[config.mk]
export PLATFORM = sky130hd
export DESIGN_NAME = pipe_ctrl_flat
export DESIGN_NICKNAME = d
export VERILOG_FILES = /design/src/rtl/pipe_ctrl_if.sv /design/src/rtl/pipe_ctrl.sv /design/src/flat_wrapper.sv
export SDC_FILE = /design/constraint.sdc
export NUM_CORES = 1
export LEC_CHECK = 0
export CORE_MARGIN = 2
export CORE_UTILIZATION = 33
export CTS_CLUSTER_SIZE = 30
export DETAILED_ROUTE_END_ITERATION = 8
export GPL_ROUTABILITY_DRIVEN = 0
export GPL_TIMING_DRIVEN = 1
export HOLD_SLACK_MARGIN = 0.03
export MAX_ROUTING_LAYER = met4
export PLACE_DENSITY_LB_ADDON = 0.08
export SLEW_MARGIN = 20
export SYNTH_ARGS = -nofsm -noshare
export SYNTH_HDL_FRONTEND = slang
export SYNTH_SLANG_ARGS = --single-unit
[constraint.sdc]
create_clock -name clk -period 3.7 [get_ports clk]
set_clock_uncertainty 0.1 [all_clocks]
set_input_delay 0.555 -clock clk [delete_from_list [all_inputs] [get_ports clk]]
set_output_delay 0.555 -clock clk [all_outputs]
set_load 0.02 [all_outputs]
[src/rtl/pipe_ctrl_if.sv]
// Pipeline-control bundle between the hazard/stall controller and the datapath.
// slave = controller side, master = datapath side.
interface pipe_ctrl_if;
  logic        halt;
  logic        ex_md_start;
  logic        ex_br_taken;
  logic        ex_memread;
  logic [4:0]  ex_rd;
  logic [4:0]  id_rs;
  logic [4:0]  id_rt;
  logic        id_use_rs;
  logic        id_use_rt;
  logic        pc_en;
  logic        ifid_en;
  logic        idex_en;
  logic        exmem_en;
  logic        memwb_en;
  logic        ifid_clr;
  logic        idex_clr;
  logic        exmem_clr;
  logic        memwb_clr;
  logic        md_busy;
  logic        halted;
  logic [31:0] stall_cycles;
  logic [31:0] flush_count;

  modport master (
    output halt, ex_md_start, ex_br_taken, ex_memread, ex_rd,
           id_rs, id_rt, id_use_rs, id_use_rt,
    input  pc_en, ifid_en, idex_en, exmem_en, memwb_en,
           ifid_clr, idex_clr, exmem_clr, memwb_clr,
           md_busy, halted, stall_cycles, flush_count
  );

  modport slave (
    input  halt, ex_md_start, ex_br_taken, ex_memread, ex_rd,
           id_rs, id_rt, id_use_rs, id_use_rt,
    output pc_en, ifid_en, idex_en, exmem_en, memwb_en,
           ifid_clr, idex_clr, exmem_clr, memwb_clr,
           md_busy, halted, stall_cycles, flush_count
  );
endinterface

[src/rtl/pipe_ctrl.sv]
// Central pipeline control: halt freeze > mul/div stall > branch flush > load-use bubble.
// Optional statistics counters enabled by defining STALL_STAT_EN.
module pipe_ctrl #(
  parameter int unsigned MD_LAT = 4,
  parameter int unsigned CW     = 4
) (
  input  logic          clk,
  input  logic          clr_n,
  pipe_ctrl_if.slave    bus
);

  typedef enum logic [1:0] {RUN, MDWAIT, HALTED} state_t;

  state_t        state_q, state_d;
  logic [CW-1:0] cnt_q, cnt_d;

  logic pc_en, ifid_en, idex_en, exmem_en, memwb_en;
  logic ifid_clr, idex_clr, exmem_clr, memwb_clr;
  logic md_busy, halted, flush_c, load_use_c;

  assign load_use_c = bus.ex_memread && (bus.ex_rd != 5'd0) &&
                      ((bus.id_use_rs && (bus.id_rs == bus.ex_rd)) ||
                       (bus.id_use_rt && (bus.id_rt == bus.ex_rd)));

  always_ff @(posedge clk or negedge clr_n) begin
    if (!clr_n) begin
      state_q <= RUN;
      cnt_q   <= '0;
    end else begin
      state_q <= state_d;
      cnt_q   <= cnt_d;
    end
  end

  // Next state and combinational control outputs; reset overrides everything.
  always_comb begin
    state_d   = state_q;
    cnt_d     = cnt_q;
    pc_en     = 1'b1;
    ifid_en   = 1'b1;
    idex_en   = 1'b1;
    exmem_en  = 1'b1;
    memwb_en  = 1'b1;
    ifid_clr  = 1'b0;
    idex_clr  = 1'b0;
    exmem_clr = 1'b0;
    memwb_clr = 1'b0;
    md_busy   = 1'b0;
    halted    = 1'b0;
    flush_c   = 1'b0;

    unique case (state_q)
      RUN, MDWAIT: begin
        if (bus.halt) begin
          {pc_en, ifid_en, idex_en, exmem_en, memwb_en} = 5'b00000;
          state_d = HALTED;
        end else if ((state_q == MDWAIT && cnt_q != '0) ||
                     (state_q == RUN && bus.ex_md_start)) begin
          {pc_en, ifid_en, idex_en} = 3'b000;
          exmem_clr = 1'b1;
          md_busy   = 1'b1;
          state_d   = MDWAIT;
          cnt_d     = (state_q == RUN) ? CW'(MD_LAT - 1) : cnt_q - CW'(1);
        end else begin
          // Plain RUN, or the release cycle of a mul/div where ex_md_start is ignored.
          state_d = RUN;
          if (bus.ex_br_taken) begin
            ifid_clr = 1'b1;
            idex_clr = 1'b1;
            flush_c  = 1'b1;
          end else if (load_use_c) begin
            pc_en    = 1'b0;
            ifid_en  = 1'b0;
            idex_clr = 1'b1;
          end
        end
      end
      HALTED: begin
        {pc_en, ifid_en, idex_en, exmem_en, memwb_en} = 5'b00000;
        halted = 1'b1;
      end
      default: state_d = RUN;
    endcase

    if (!clr_n) begin
      {pc_en, ifid_en, idex_en, exmem_en, memwb_en}   = 5'b00000;
      {ifid_clr, idex_clr, exmem_clr, memwb_clr}      = 4'b1111;
      md_busy = 1'b0;
      halted  = 1'b0;
      flush_c = 1'b0;
    end
  end

  assign bus.pc_en     = pc_en;
  assign bus.ifid_en   = ifid_en;
  assign bus.idex_en   = idex_en;
  assign bus.exmem_en  = exmem_en;
  assign bus.memwb_en  = memwb_en;
  assign bus.ifid_clr  = ifid_clr;
  assign bus.idex_clr  = idex_clr;
  assign bus.exmem_clr = exmem_clr;
  assign bus.memwb_clr = memwb_clr;
  assign bus.md_busy   = md_busy;
  assign bus.halted    = halted;

`ifdef STALL_STAT_EN
  logic [31:0] stall_q, flush_q;

  always_ff @(posedge clk or negedge clr_n) begin
    if (!clr_n) begin
      stall_q <= '0;
      flush_q <= '0;
    end else begin
      if (state_q != HALTED && !pc_en) stall_q <= stall_q + 32'd1;
      if (flush_c)                     flush_q <= flush_q + 32'd1;
    end
  end

  assign bus.stall_cycles = stall_q;
  assign bus.flush_count  = flush_q;
`else
  assign bus.stall_cycles = 32'd0;
  assign bus.flush_count  = 32'd0;
`endif

endmodule
[src/flat_wrapper.sv]
// flat-port wrapper written by rule: the top's interface ports become plain ports
module pipe_ctrl_flat 
#(
  parameter int unsigned MD_LAT = 4,
  parameter int unsigned CW     = 4
)
  (clk, clr_n, bus_halt, bus_ex_md_start, bus_ex_br_taken, bus_ex_memread, bus_ex_rd, bus_id_rs, bus_id_rt, bus_id_use_rs, bus_id_use_rt, bus_pc_en, bus_ifid_en, bus_idex_en, bus_exmem_en, bus_memwb_en, bus_ifid_clr, bus_idex_clr, bus_exmem_clr, bus_memwb_clr, bus_md_busy, bus_halted, bus_stall_cycles, bus_flush_count);
  pipe_ctrl_if bus_i ();
  input  logic clk;
  input  logic clr_n;
  input wire logic [$bits(bus_i.halt)-1:0] bus_halt;
  input wire logic [$bits(bus_i.ex_md_start)-1:0] bus_ex_md_start;
  input wire logic [$bits(bus_i.ex_br_taken)-1:0] bus_ex_br_taken;
  input wire logic [$bits(bus_i.ex_memread)-1:0] bus_ex_memread;
  input wire logic [$bits(bus_i.ex_rd)-1:0] bus_ex_rd;
  input wire logic [$bits(bus_i.id_rs)-1:0] bus_id_rs;
  input wire logic [$bits(bus_i.id_rt)-1:0] bus_id_rt;
  input wire logic [$bits(bus_i.id_use_rs)-1:0] bus_id_use_rs;
  input wire logic [$bits(bus_i.id_use_rt)-1:0] bus_id_use_rt;
  output wire logic [$bits(bus_i.pc_en)-1:0] bus_pc_en;
  output wire logic [$bits(bus_i.ifid_en)-1:0] bus_ifid_en;
  output wire logic [$bits(bus_i.idex_en)-1:0] bus_idex_en;
  output wire logic [$bits(bus_i.exmem_en)-1:0] bus_exmem_en;
  output wire logic [$bits(bus_i.memwb_en)-1:0] bus_memwb_en;
  output wire logic [$bits(bus_i.ifid_clr)-1:0] bus_ifid_clr;
  output wire logic [$bits(bus_i.idex_clr)-1:0] bus_idex_clr;
  output wire logic [$bits(bus_i.exmem_clr)-1:0] bus_exmem_clr;
  output wire logic [$bits(bus_i.memwb_clr)-1:0] bus_memwb_clr;
  output wire logic [$bits(bus_i.md_busy)-1:0] bus_md_busy;
  output wire logic [$bits(bus_i.halted)-1:0] bus_halted;
  output wire logic [$bits(bus_i.stall_cycles)-1:0] bus_stall_cycles;
  output wire logic [$bits(bus_i.flush_count)-1:0] bus_flush_count;
  assign bus_i.halt = bus_halt;
  assign bus_i.ex_md_start = bus_ex_md_start;
  assign bus_i.ex_br_taken = bus_ex_br_taken;
  assign bus_i.ex_memread = bus_ex_memread;
  assign bus_i.ex_rd = bus_ex_rd;
  assign bus_i.id_rs = bus_id_rs;
  assign bus_i.id_rt = bus_id_rt;
  assign bus_i.id_use_rs = bus_id_use_rs;
  assign bus_i.id_use_rt = bus_id_use_rt;
  assign bus_pc_en = bus_i.pc_en;
  assign bus_ifid_en = bus_i.ifid_en;
  assign bus_idex_en = bus_i.idex_en;
  assign bus_exmem_en = bus_i.exmem_en;
  assign bus_memwb_en = bus_i.memwb_en;
  assign bus_ifid_clr = bus_i.ifid_clr;
  assign bus_idex_clr = bus_i.idex_clr;
  assign bus_exmem_clr = bus_i.exmem_clr;
  assign bus_memwb_clr = bus_i.memwb_clr;
  assign bus_md_busy = bus_i.md_busy;
  assign bus_halted = bus_i.halted;
  assign bus_stall_cycles = bus_i.stall_cycles;
  assign bus_flush_count = bus_i.flush_count;
  pipe_ctrl #(.MD_LAT(MD_LAT), .CW(CW)) u_core (.clk(clk), .clr_n(clr_n), .bus(bus_i));
endmodule
==> results.md, run 1 <==
* Status: complete, no violations
* Post-Route Hold Slack at 0.459 ns
* Port Buf Inserts at 33
* Crit path cell chain: clkdlybuf4s50_1, xor2_1, nor4_1, a32oi_1, o41a_1, clkdlybuf4s50_1
* Dpl ws at 0.422 ns
* Final Max Tran Viols at 0
* Synth area leader: buf_4
* Antenna-violating nets left at 0
* DR vias at 736
* Post-CTS Setup Bufs at 0
* DRT Pass-1 Iters at 2
* CP max FO at 3
* Boundary Pins at 98
* Leakage power at 0.580 nW
* Initial core utilization at 0.341
* H-tree lvl count at 1
* CP bufs+invs at 2
* Post-layout net count at 187
* GR Layer Usage met2 at 0.173
* Synth cell count leaders: buf_4 (66), xor2_1 (8), nor2_1 (7)
* DP Area at 1130 um^2
* CTS tree: done
* ANT cells at 0
* Area grow syn2layout at 13.6%
* Crit path kind: input port to primary output
* Hold crit path type: register to register
* Reg-to-Reg Start: u_core.cnt_q[0]
* Synth Warn # at 0
* Layout Cell Area excl Fill at 1150 um^2
* VDD IR-drop max at 113 uV
* CTS Root Cell: clkbuf_4
* Fin Setup TNS at 0 ns
* Post-synthesis compound-gate area fraction at 0.0826
* Remaining global-route overflow at 0
* CP top delay family: buffers and inverters
* FF-to-FF End: u_core.cnt_q[0]
* DP HPWL at 1.61 mm
* Crit-path most repeated cell: clkdlybuf4s50_1
* Slowest cell on crit path: clkdlybuf4s50_1
* Worst setup margin at 0.411 ns
* Die Wd at 59.5 um
* Fillers at 333
* Pwr dens at 412 nW/um^2
* GRT Resource Usage Total at 0.102
* Met3 usage at 0.0349
* MaxCap Viol Count at 0
* Clock Sinks at 6
* Sequential area share after synthesis at 0.148
* Worst hold stages at 2
* Post-synth EDFFs at 0
* Vias in the first global route at 595
* Die Y at 59.5 um
* Sequential Area at 150 um^2
* 1st-iter DRT viols at 2
* Post-Syn Area at 1010 um^2
* DRC viols at 0
* Top cells by area, synth: buf_4 (49%), dfrtp_1 (15%), xor2_1 (6.9%)
* Antenna violations before repair at 0
* Req. time, crit path at 3.04 ns
* Clk buf depth at 2
* Hold Vio Cnt, Final at 0
* Seq cells post-synth at 6
* Unrepaired setup endpoints after global routing: no
* CTS Buf Count at 3
* Post-route minimum period at 3.29 ns
* Synth unique cells at 26
* GR Layer Usage met1 at 0.113
* Cells after Synth at 128
* Post-Synth Simple-Gate Area at 0.132
* Worst path max stage delay at 0.55 ns
* Hold_sp: u_core.cnt_q[3]
* CTS clock-pin slew for the worst setup and hold paths at 0.05 ns
* Total wire length at 1.85 mm
* Area share of fa/ha/maj cells after synthesis at 0.0123
* Total power at 0.475 mW
* Hold buffers post-CTS at 0
* Later-pin clock latency in the skew report at 0.24 ns
* DIE AREA at 3530 um^2
* CP startpoint kind: input port
* Largest net degree at the start of global routing at 12
* Reg2reg path depth at 7
* Top_reg_cell synth: dfrtp_1
* Multi-input gate area at 573 um^2
* # setup viols final at 0
* Post-Synth XOR/XNOR Area at 0.0863
* Vias per cell at 3.79
* First-pass GRT wire length at 2.62 mm
* GRT busiest layer: met2
* Post-synthesis average cell area at 7.93 um^2
* Share of layout cells above drive strength 1 at 0.0497
* Crit end category: primary output
* Share of Yosys cell area claimed by the top area cell type at 0.488
* Flop2flop setup slack at 1.65 ns
* Peak Freq at 304 MHz
* Site Rows at 20
* Post-CTS sizing at 0
* Worst Hold Path EP: u_core.cnt_q[3]
* WL/cell at 9.53 um
* Core area at 2980 um^2
* Critical path arrival at 2.63 ns
* Largest family of logic cells by synthesized area: buffers and inverters
* Period utilization at 0.889
* Mux share of post-synthesis cell area at 0.0148
* Ys async rst share at 1.00
* Cell with the most instances after synthesis: buf_4
[metrics by stage]
step / utilization / instances
detailed placement: 0.379 / 191
global placement: 0.379 / 191
CTS: 0.387 / 194
floorplan: - / 191
global route: 0.387 / 194
finish: 0.387 / 194
[cell families after synthesis]
logic type / after synthesis
buf+inv: 73
simple gates: 23
flops: 6
mux: 1
fa+ha+maj: 1
other cells: 1
compound gates: 13
xor+xnor: 10
[layer usage]
| layer | up-vias | part of all wire | wire length [um] |
|---|---|---|---|
| li1 | 352 | - | - |
| met1 | 327 | 0.37 | 688 |
| met2 | 55 | 0.49 | 907 |
| met3 | 2 | 0.13 | 245 |
| met4 | 0 | 0.0043 | 8 |
| met5 | - | 0 | 0 |
[power by group]
group	total (mW)	switching, mW	leakage (nW)	internal, mW
sequential	0.125	0.0324	0.0737	0.0928
combinational	0.288	0.169	0.493	0.119
clock	0.0615	0.0248	0.0138	0.0368
total	0.475	0.226	0.580	0.249
[state kept, by name (all words and copies together) (netlist names)]
name / count
u_core.cnt_q: 4
u_core.state_q: 2
[worst register-to-register path: stages (launching register included)]
cell and delay [ns]:
dfrtp_1 0.38, inv_1 0.06, ha_1 0.22, and4bb_1 0.22, or4_4 0.54, clkinv_4 0.09
o21ai_2 0.07, mux2_4 0.26
[worst max path at each step]
stage | start | cells after the start | slack (ns) | to
4_1_cts | bus_ex_rd[3] | 6 | 0.41 | bus_ifid_en
5_1_grt | bus_ex_rd[2] | 6 | 0.29 | bus_ifid_en
3_3_place_gp | bus_ex_rd[3] | 6 | 0.41 | bus_ifid_en
2_1_floorplan | bus_ex_rd[3] | 5 | 1.28 | bus_pc_en
3_5_place_dp | bus_ex_rd[3] | 6 | 0.42 | bus_ifid_en
6_report | bus_ex_rd[3] | 6 | 0.41 | bus_ifid_en
[cells in the final DEF (no fill, tap or decap), drive strengths merged]
master,synthesis,layout
o21ai,9,9
inv,5,5
mux2,1,1
xor2,8,8
nand2b,3,3
clkdlybuf4s50,0,33
nor4,2,2
nor3,2,2
clkinv,1,1
or4,3,3
conb,1,64
nand2,3,3
dfrtp,6,6
buf,67,1
clkbuf,0,3
and2,1,1
a32oi,1,1
xnor2,2,2
and4bb,1,1
o41a,1,1
o211ai,2,2
nor2,7,7
or4b,1,1
ha,1,1
[final cells by class]
class / count / share of cell area
multi-input combinational: 112 / 0.497
timing repair buffer: 34 / 0.293
sequential: 6 / 0.130
tap: 33 / 0.0358
inverter: 6 / 0.0239
clock buffer: 3 / 0.0195
Note: power is estimated with default switching activity, not from simulation.
==> inputs of run 2 (changes only) <==
--- a/config.mk
+++ b/config.mk
@@ -5,12 +5,14 @@
 export SDC_FILE = /design/constraint.sdc
 export NUM_CORES = 1
 export LEC_CHECK = 0
+export CAP_MARGIN = 25
+export CORE_ASPECT_RATIO = 0.6
 export CORE_MARGIN = 2
 export CORE_UTILIZATION = 33
 export CTS_CLUSTER_SIZE = 30
 export DETAILED_ROUTE_END_ITERATION = 8
 export GPL_ROUTABILITY_DRIVEN = 0
-export GPL_TIMING_DRIVEN = 1
+export GPL_TIMING_DRIVEN = 0
 export HOLD_SLACK_MARGIN = 0.03
 export MAX_ROUTING_LAYER = met4
 export PLACE_DENSITY_LB_ADDON = 0.08
==> run 2 against run 1 <==
Net effect: die area grew 0.43%; clock power is 64% higher; count of clock-buffer cells in the layout is the same; core utilization rose by 19 points; design area is 45% higher; worst hold slack gained 0.0043 ns; via count up 27%; critical path depth is 1 higher; worst setup slack worse by 0.26 ns; sequential power fell by 7%; power is 23% higher; critical endpoint is now bus_pc_en; largest power group unchanged.
==> results.md, run 2 (same netlist as run 1, synthesis figures left out) <==
* Core area at 2890 um^2 (-2.9%)
* Peak Freq at 282 MHz (-7.4%)
* Hold buffers post-CTS at 0 (unchanged)
* Hold Vio Cnt, Final at 0 (unchanged)
* MaxCap Viol Count at 0 (unchanged)
* CTS Buf Count at 3 (unchanged)
* Post-CTS sizing at 0 (unchanged)
* Remaining global-route overflow at 0 (unchanged)
* DRC viols at 0 (unchanged)
* First-pass GRT wire length at 3.23 mm (+23%)
* WL/cell at 8.71 um (-8.6%)
* Largest Register: u_core.cnt_q
* Die Y at 47.0 um (-21%)
* DR vias at 933 (+27%)
* Share of layout cells above drive strength 1 at 0.326 (+0.276)
* Req. time, crit path at 3.04 ns (about the same)
* Initial core utilization at 0.351 (+0.0103)
* CTS clock-pin slew for the worst setup and hold paths at 0.04 ns (about the same)
* Hold crit path type: register to register
* Port Buf Inserts at 33 (unchanged)
* Antenna-violating nets left at 0 (unchanged)
* CP startpoint kind: input port
* Post-CTS Setup Bufs at 0 (unchanged)
* Post-layout net count at 253 (+35%)
* Die Wd at 75.6 um (+27%)
* Post-Route Hold Slack at 0.464 ns (+0.00430 ns)
* Int Power at 0.337 mW (+35%)
* Crit end category: primary output
* Boundary Pins at 98 (unchanged)
* DP Area at 1630 um^2 (+45%)
* Largest net degree at the start of global routing at 12 (unchanged)
* Reg2reg path depth at 7 (unchanged)
* Flop2flop setup slack at 1.64 ns (about the same)
* Combinational Power Share at 0.629 (+0.023)
* Net switching power figure at 0.248 mW (+10%)
* CP max FO at 3 (unchanged)
* Top flop regs: u_core.cnt_q x4, u_core.state_q x2
* 1st-iter DRT viols at 23 (+21)
* Crit path kind: input port to primary output
* CTS Root Cell: clkbuf_8
* VDD IR-drop max at 138 uV (+22%)
* Antenna violations before repair at 0 (unchanged)
* Max reg flops at 4 (unchanged)
* Pwr dens at 349 nW/um^2 (-15%)
* ANT cells at 0 (unchanged)
* Worst hold stages at 2 (unchanged)
* Vias per cell at 3.47 (-8.6%)
* Area grow syn2layout at 65.1%
* DIE AREA at 3550 um^2 (+0.43%)
* GRT Resource Usage Total at 0.128 (+0.0261)
* Fillers at 276 (-17%)
* Clock Sinks at 6 (unchanged)
* Unrepaired setup endpoints after global routing: no
* Most frequent cells in the layout: buf_4 (66), conb_1 (64), clkdlybuf4s50_1 (33)
* CTS tree: done
* Final Max Tran Viols at 0 (unchanged)
* Layout Cell Area excl Fill at 1680 um^2 (+45%)
* Clk buf depth at 2 (unchanged)
* Post-route minimum period at 3.55 ns (+0.262 ns)
* Vias in the first global route at 749 (+26%)
* Sw Ratio at 0.424 (-0.0516)
* Most common cell after layout, fill and taps aside: buf_4
* DRT Pass-1 Iters at 4 (+2)
* Fin Setup TNS at 0 ns (unchanged)
* Critical path arrival at 2.90 ns (+0.27 ns)
* Period utilization at 0.960 (+0.0709)
* # setup viols final at 0 (unchanged)
* Site Rows at 15 (-25%)
* Clock network power share at 0.173 (+0.043)
* Seq pwr share at 0.198 (-0.066)
* Status: complete, no violations
* Leakage power at 0.946 nW (+63%)
* Total wire length at 2.34 mm (+27%)
* Later-pin clock latency in the skew report at 0.23 ns (about the same)
* H-tree lvl count at 1 (unchanged)
[run 2: changes by cell type in the layout (fill, tap and decap cells not counted), sizes merged]
cell  delta
buf     +66
[run 2: routing by layer]
layer | up-vias | track usage | routed length, um
met4 | 0 | 0.0807 | 72
met2 | 64 | 0.212 | 1130
met5 | - | - | 0
li1 | 485 | - | -
met3 | 8 | 0.0236 | 227
met1 | 376 | 0.146 | 912
[run 2: worst paths after layout]
check	from	endpoint
min reg2reg	u_core.cnt_q[2]	u_core.cnt_q[2]
min	u_core.cnt_q[2]	u_core.cnt_q[2]
max in group asynchronous	clr_n	u_core.cnt_q[1]
max	bus_ex_rd[3]	bus_pc_en
max reg2reg	u_core.cnt_q[0]	u_core.cnt_q[0]
min in group asynchronous	clr_n	u_core.cnt_q[2]
[run 2: through the flow]
stage	utilization	power (mW)	setup WS (ns)	cells
floorplan	-	0.373	1.28	191
global placement	0.565	0.468	0.174	266
detailed placement	0.565	0.481	0.167	266
CTS	0.580	0.582	0.168	269
global route	0.580	0.625	0.0571	269
finish	0.580	0.585	0.149	269
[run 2: worst max-delay path: stages]
cell	delay (ns)
clkdlybuf4s50_1	0.48
xor2_1	0.19
nor4_1	0.39
a32oi_1	0.20
o41a_1	0.41
buf_4	0.14
clkdlybuf4s50_1	0.55
[run 2: layout make-up]
class	instances	area, um^2	area share
tap	42	52.6	0.0314
inverter	6	27.5	0.0164
multi-input combinational	112	573	0.342
buffer	67	500	0.299
timing repair buffer	33	330	0.197
sequential	6	150	0.0896
clock buffer	3	41.3	0.0246
[run 2: power by group through the flow]
| stage | clock (mW) | sequential [mW] | combinational [mW] |
|---|---|---|---|
| floorplan | 0 | 0.108 | 0.265 |
| global placement | 0 | 0.113 | 0.355 |
| detailed placement | 0 | 0.116 | 0.365 |
| CTS | 0.101 | 0.115 | 0.365 |
| global route | 0.105 | 0.118 | 0.402 |
| finish | 0.101 | 0.116 | 0.368 |
==> inputs of run 3 (changes only) <==
--- a/config.mk
+++ b/config.mk
@@ -6,9 +6,11 @@
 export NUM_CORES = 1
 export LEC_CHECK = 0
 export CAP_MARGIN = 25
+export CELL_PAD_IN_SITES_DETAIL_PLACEMENT = 1
+export CELL_PAD_IN_SITES_GLOBAL_PLACEMENT = 2
 export CORE_ASPECT_RATIO = 0.6
 export CORE_MARGIN = 2
-export CORE_UTILIZATION = 33
+export CORE_UTILIZATION = 15
 export CTS_CLUSTER_SIZE = 30
 export DETAILED_ROUTE_END_ITERATION = 8
 export GPL_ROUTABILITY_DRIVEN = 0
==> run 3 against run 2 <==
Net effect: flip-flop and latch count did not move; global-route usage decreased by 5.5 points; power rose by 12%; routed wire length is 13% higher; first-iteration DRC count is 35% lower; core utilization decreased by 31 points; sequential share of layout area is 0.46 points lower; largest power group unchanged.
==> results.md, run 3 (same netlist as run 1, synthesis figures left out) <==
* Fin Setup TNS at 0 ns (unchanged)
* Port Buf Inserts at 33 (unchanged)
* Site Rows at 23 (+8)
* Most frequent cells in the layout: buf_4 (66), conb_1 (64), clkdlybuf4s50_1 (33)
* Clock network power share at 0.266 (+0.093)
* Seq pwr share at 0.177 (-0.021)
* Initial core utilization at 0.153 (-0.198)
* Die Wd at 110 um (+46%)
* CP max FO at 3 (unchanged)
* Crit end category: primary output
* CTS Root Cell: clkbuf_16
* Hold Vio Cnt, Final at 0 (unchanged)
* DR vias at 913 (-2.1%)
* Wire length on met2 at 1.28 mm (+13%)
* Largest Register: u_core.cnt_q
* VDD IR-drop max at 109 uV (-21%)
* Later-pin clock latency in the skew report at 0.23 ns (about the same)
* Int Power at 0.406 mW (+20%)
* 1st-iter DRT viols at 15 (-35%)
* # setup viols final at 0 (unchanged)
* ANT cells at 0 (unchanged)
* Post-route minimum period at 3.49 ns (-0.0647 ns)
* Boundary Pins at 98 (unchanged)
* Vias in the first global route at 850 (+13%)
* Dpl ws at 0.177 ns (+0.00926 ns)
* Combinational Power Share at 0.557 (-0.072)
* Antenna-violating nets left at 0 (unchanged)
* CTS tree: done
* GRT Resource Usage Total at 0.0736 (-0.0547)
* Worst setup margin at 0.213 ns (+0.0647 ns)
* Core area at 6620 um^2 (+130%)
* MaxCap Viol Count at 0 (unchanged)
* CTS Buf Count at 3 (unchanged)
* Req. time, crit path at 3.04 ns (about the same)
* Fillers at 819 (+200%)
* Unrepaired setup endpoints after global routing: no
* Share of layout cells above drive strength 1 at 0.326 (unchanged)
* DIE AREA at 7460 um^2 (+110%)
* Clock Sinks at 6 (unchanged)
* Total wire length at 2.66 mm (+13%)
* DP Area at 1690 um^2 (+3.4%)
* Net switching power figure at 0.253 mW (+1.8%)
* Final Max Tran Viols at 0 (unchanged)
* Antenna violations before repair at 0 (unchanged)
* Post-CTS sizing at 0 (unchanged)
* Top flop regs: u_core.cnt_q x4, u_core.state_q x2
* Slowest cell on crit path: clkdlybuf4s50_1
* M1 wire length at 1.13 mm (+24%)
* Reg2reg path depth at 7 (unchanged)
* Worst hold stages at 2 (unchanged)
* Die Y at 67.7 um (+44%)
* First-pass GRT wire length at 4.00 mm (+24%)
* Remaining global-route overflow at 0 (unchanged)
* Leakage power at 0.962 nW (+1.6%)
* Max reg flops at 4 (unchanged)
* Sw Ratio at 0.384 (-0.0403)
* Largest net degree at the start of global routing at 12 (unchanged)
* CTS clock-pin slew for the worst setup and hold paths at 0.03 ns (about the same)
* Area grow syn2layout at 74.0%
* CP startpoint kind: input port
* Layout Cell Area excl Fill at 1770 um^2 (+5.4%)
* Post-CTS Setup Bufs at 0 (unchanged)
* DRT Pass-1 Iters at 3 (-1)
* DRC viols at 0 (unchanged)
* DP HPWL at 2.40 mm
* Crit-path most repeated cell: clkdlybuf4s50_1
* Post-layout net count at 253 (unchanged)
* Vias per cell at 2.91 (-16%)
* Peak Freq at 287 MHz (+1.9%)
* Crit path cell chain: clkdlybuf4s50_1, xor2_1, nor4_1, a32oi_1, o41a_1, buf_4, clkdlybuf4s50_1
* WL/cell at 8.46 um (-3.0%)
* Pwr dens at 373 nW/um^2 (+6.8%)
* Worst path max stage delay at 0.52 ns (-0.03 ns)
* H-tree lvl count at 1 (unchanged)
* Hold crit path type: register to register
* Crit path kind: input port to primary output
* Clk buf depth at 2 (unchanged)
* Met3 wire len at 235 um (+3.5%)
* Period utilization at 0.942 (-0.0175)
* Status: complete, no violations
* Critical path arrival at 2.83 ns (-0.07 ns)
* Hold buffers post-CTS at 0 (unchanged)
* Most common cell after layout, fill and taps aside: buf_4
* Top Layer Used: met4
## run 3: changes by cell type in the layout (fill, tap and decap cells not counted)
cell / delta
clkbuf_16: +3
clkbuf_8: -3
## run 3: path summary, 6_finish.rpt
| path | start | endpoint | slack [ns] |
|---|---|---|---|
| max | bus_ex_rd[3] | bus_pc_en | 0.21 |
| min | u_core.cnt_q[3] | u_core.cnt_q[3] | 0.47 |
| min in group asynchronous | clr_n | u_core.state_q[1] | 0.56 |
| min reg2reg | u_core.cnt_q[3] | u_core.cnt_q[3] | 0.47 |
| max in group asynchronous | clr_n | u_core.cnt_q[0] | 2.62 |
| max reg2reg | u_core.cnt_q[0] | u_core.cnt_q[0] | 1.64 |
## run 3: cell type report
cell class,instances,area [um^2],area share
Sequential cell,6,150,0.0850
Buffer,67,500,0.283
Timing Repair Buffer,33,330,0.187
Multi-Input combinational cell,112,573,0.325
Inverter,6,27.5,0.0156
Tap cell,87,109,0.0617
Clock buffer,3,75.1,0.0425
## run 3: stage by stage
stage / hold WS, ns / cells / utilization / total power, mW
floorplan: 0.159 / 191 / - / 0.373
global placement: 0.455 / 311 / 0.255 / 0.490
detailed placement: 0.450 / 311 / 0.255 / 0.484
CTS: 0.465 / 314 / 0.267 / 0.664
global route: 0.489 / 314 / 0.267 / 0.711
finish: 0.466 / 314 / 0.267 / 0.658
## run 3: power groups by stage
stage	combinational (mW)	sequential (mW)	clock, mW
after floorplan	0.265	0.108	0
after global placement	0.373	0.117	0
after detailed placement	0.367	0.117	0
after CTS	0.368	0.117	0.180
after global routing	0.403	0.121	0.187
final	0.367	0.117	0.175
## run 3: worst max-delay path: cells and delay by family
kind | cells | cell delay, ns
buf+inv | 3 | 1.15
xor+xnor | 1 | 0.19
compound gates | 2 | 0.62
simple gates | 1 | 0.31
## run 3: layer usage
layer  track usage  up-vias
li1              -      488
met1        0.0867      375
met2         0.127       48
met3        0.0174        2
met4        0.0188        0
met5             -        -
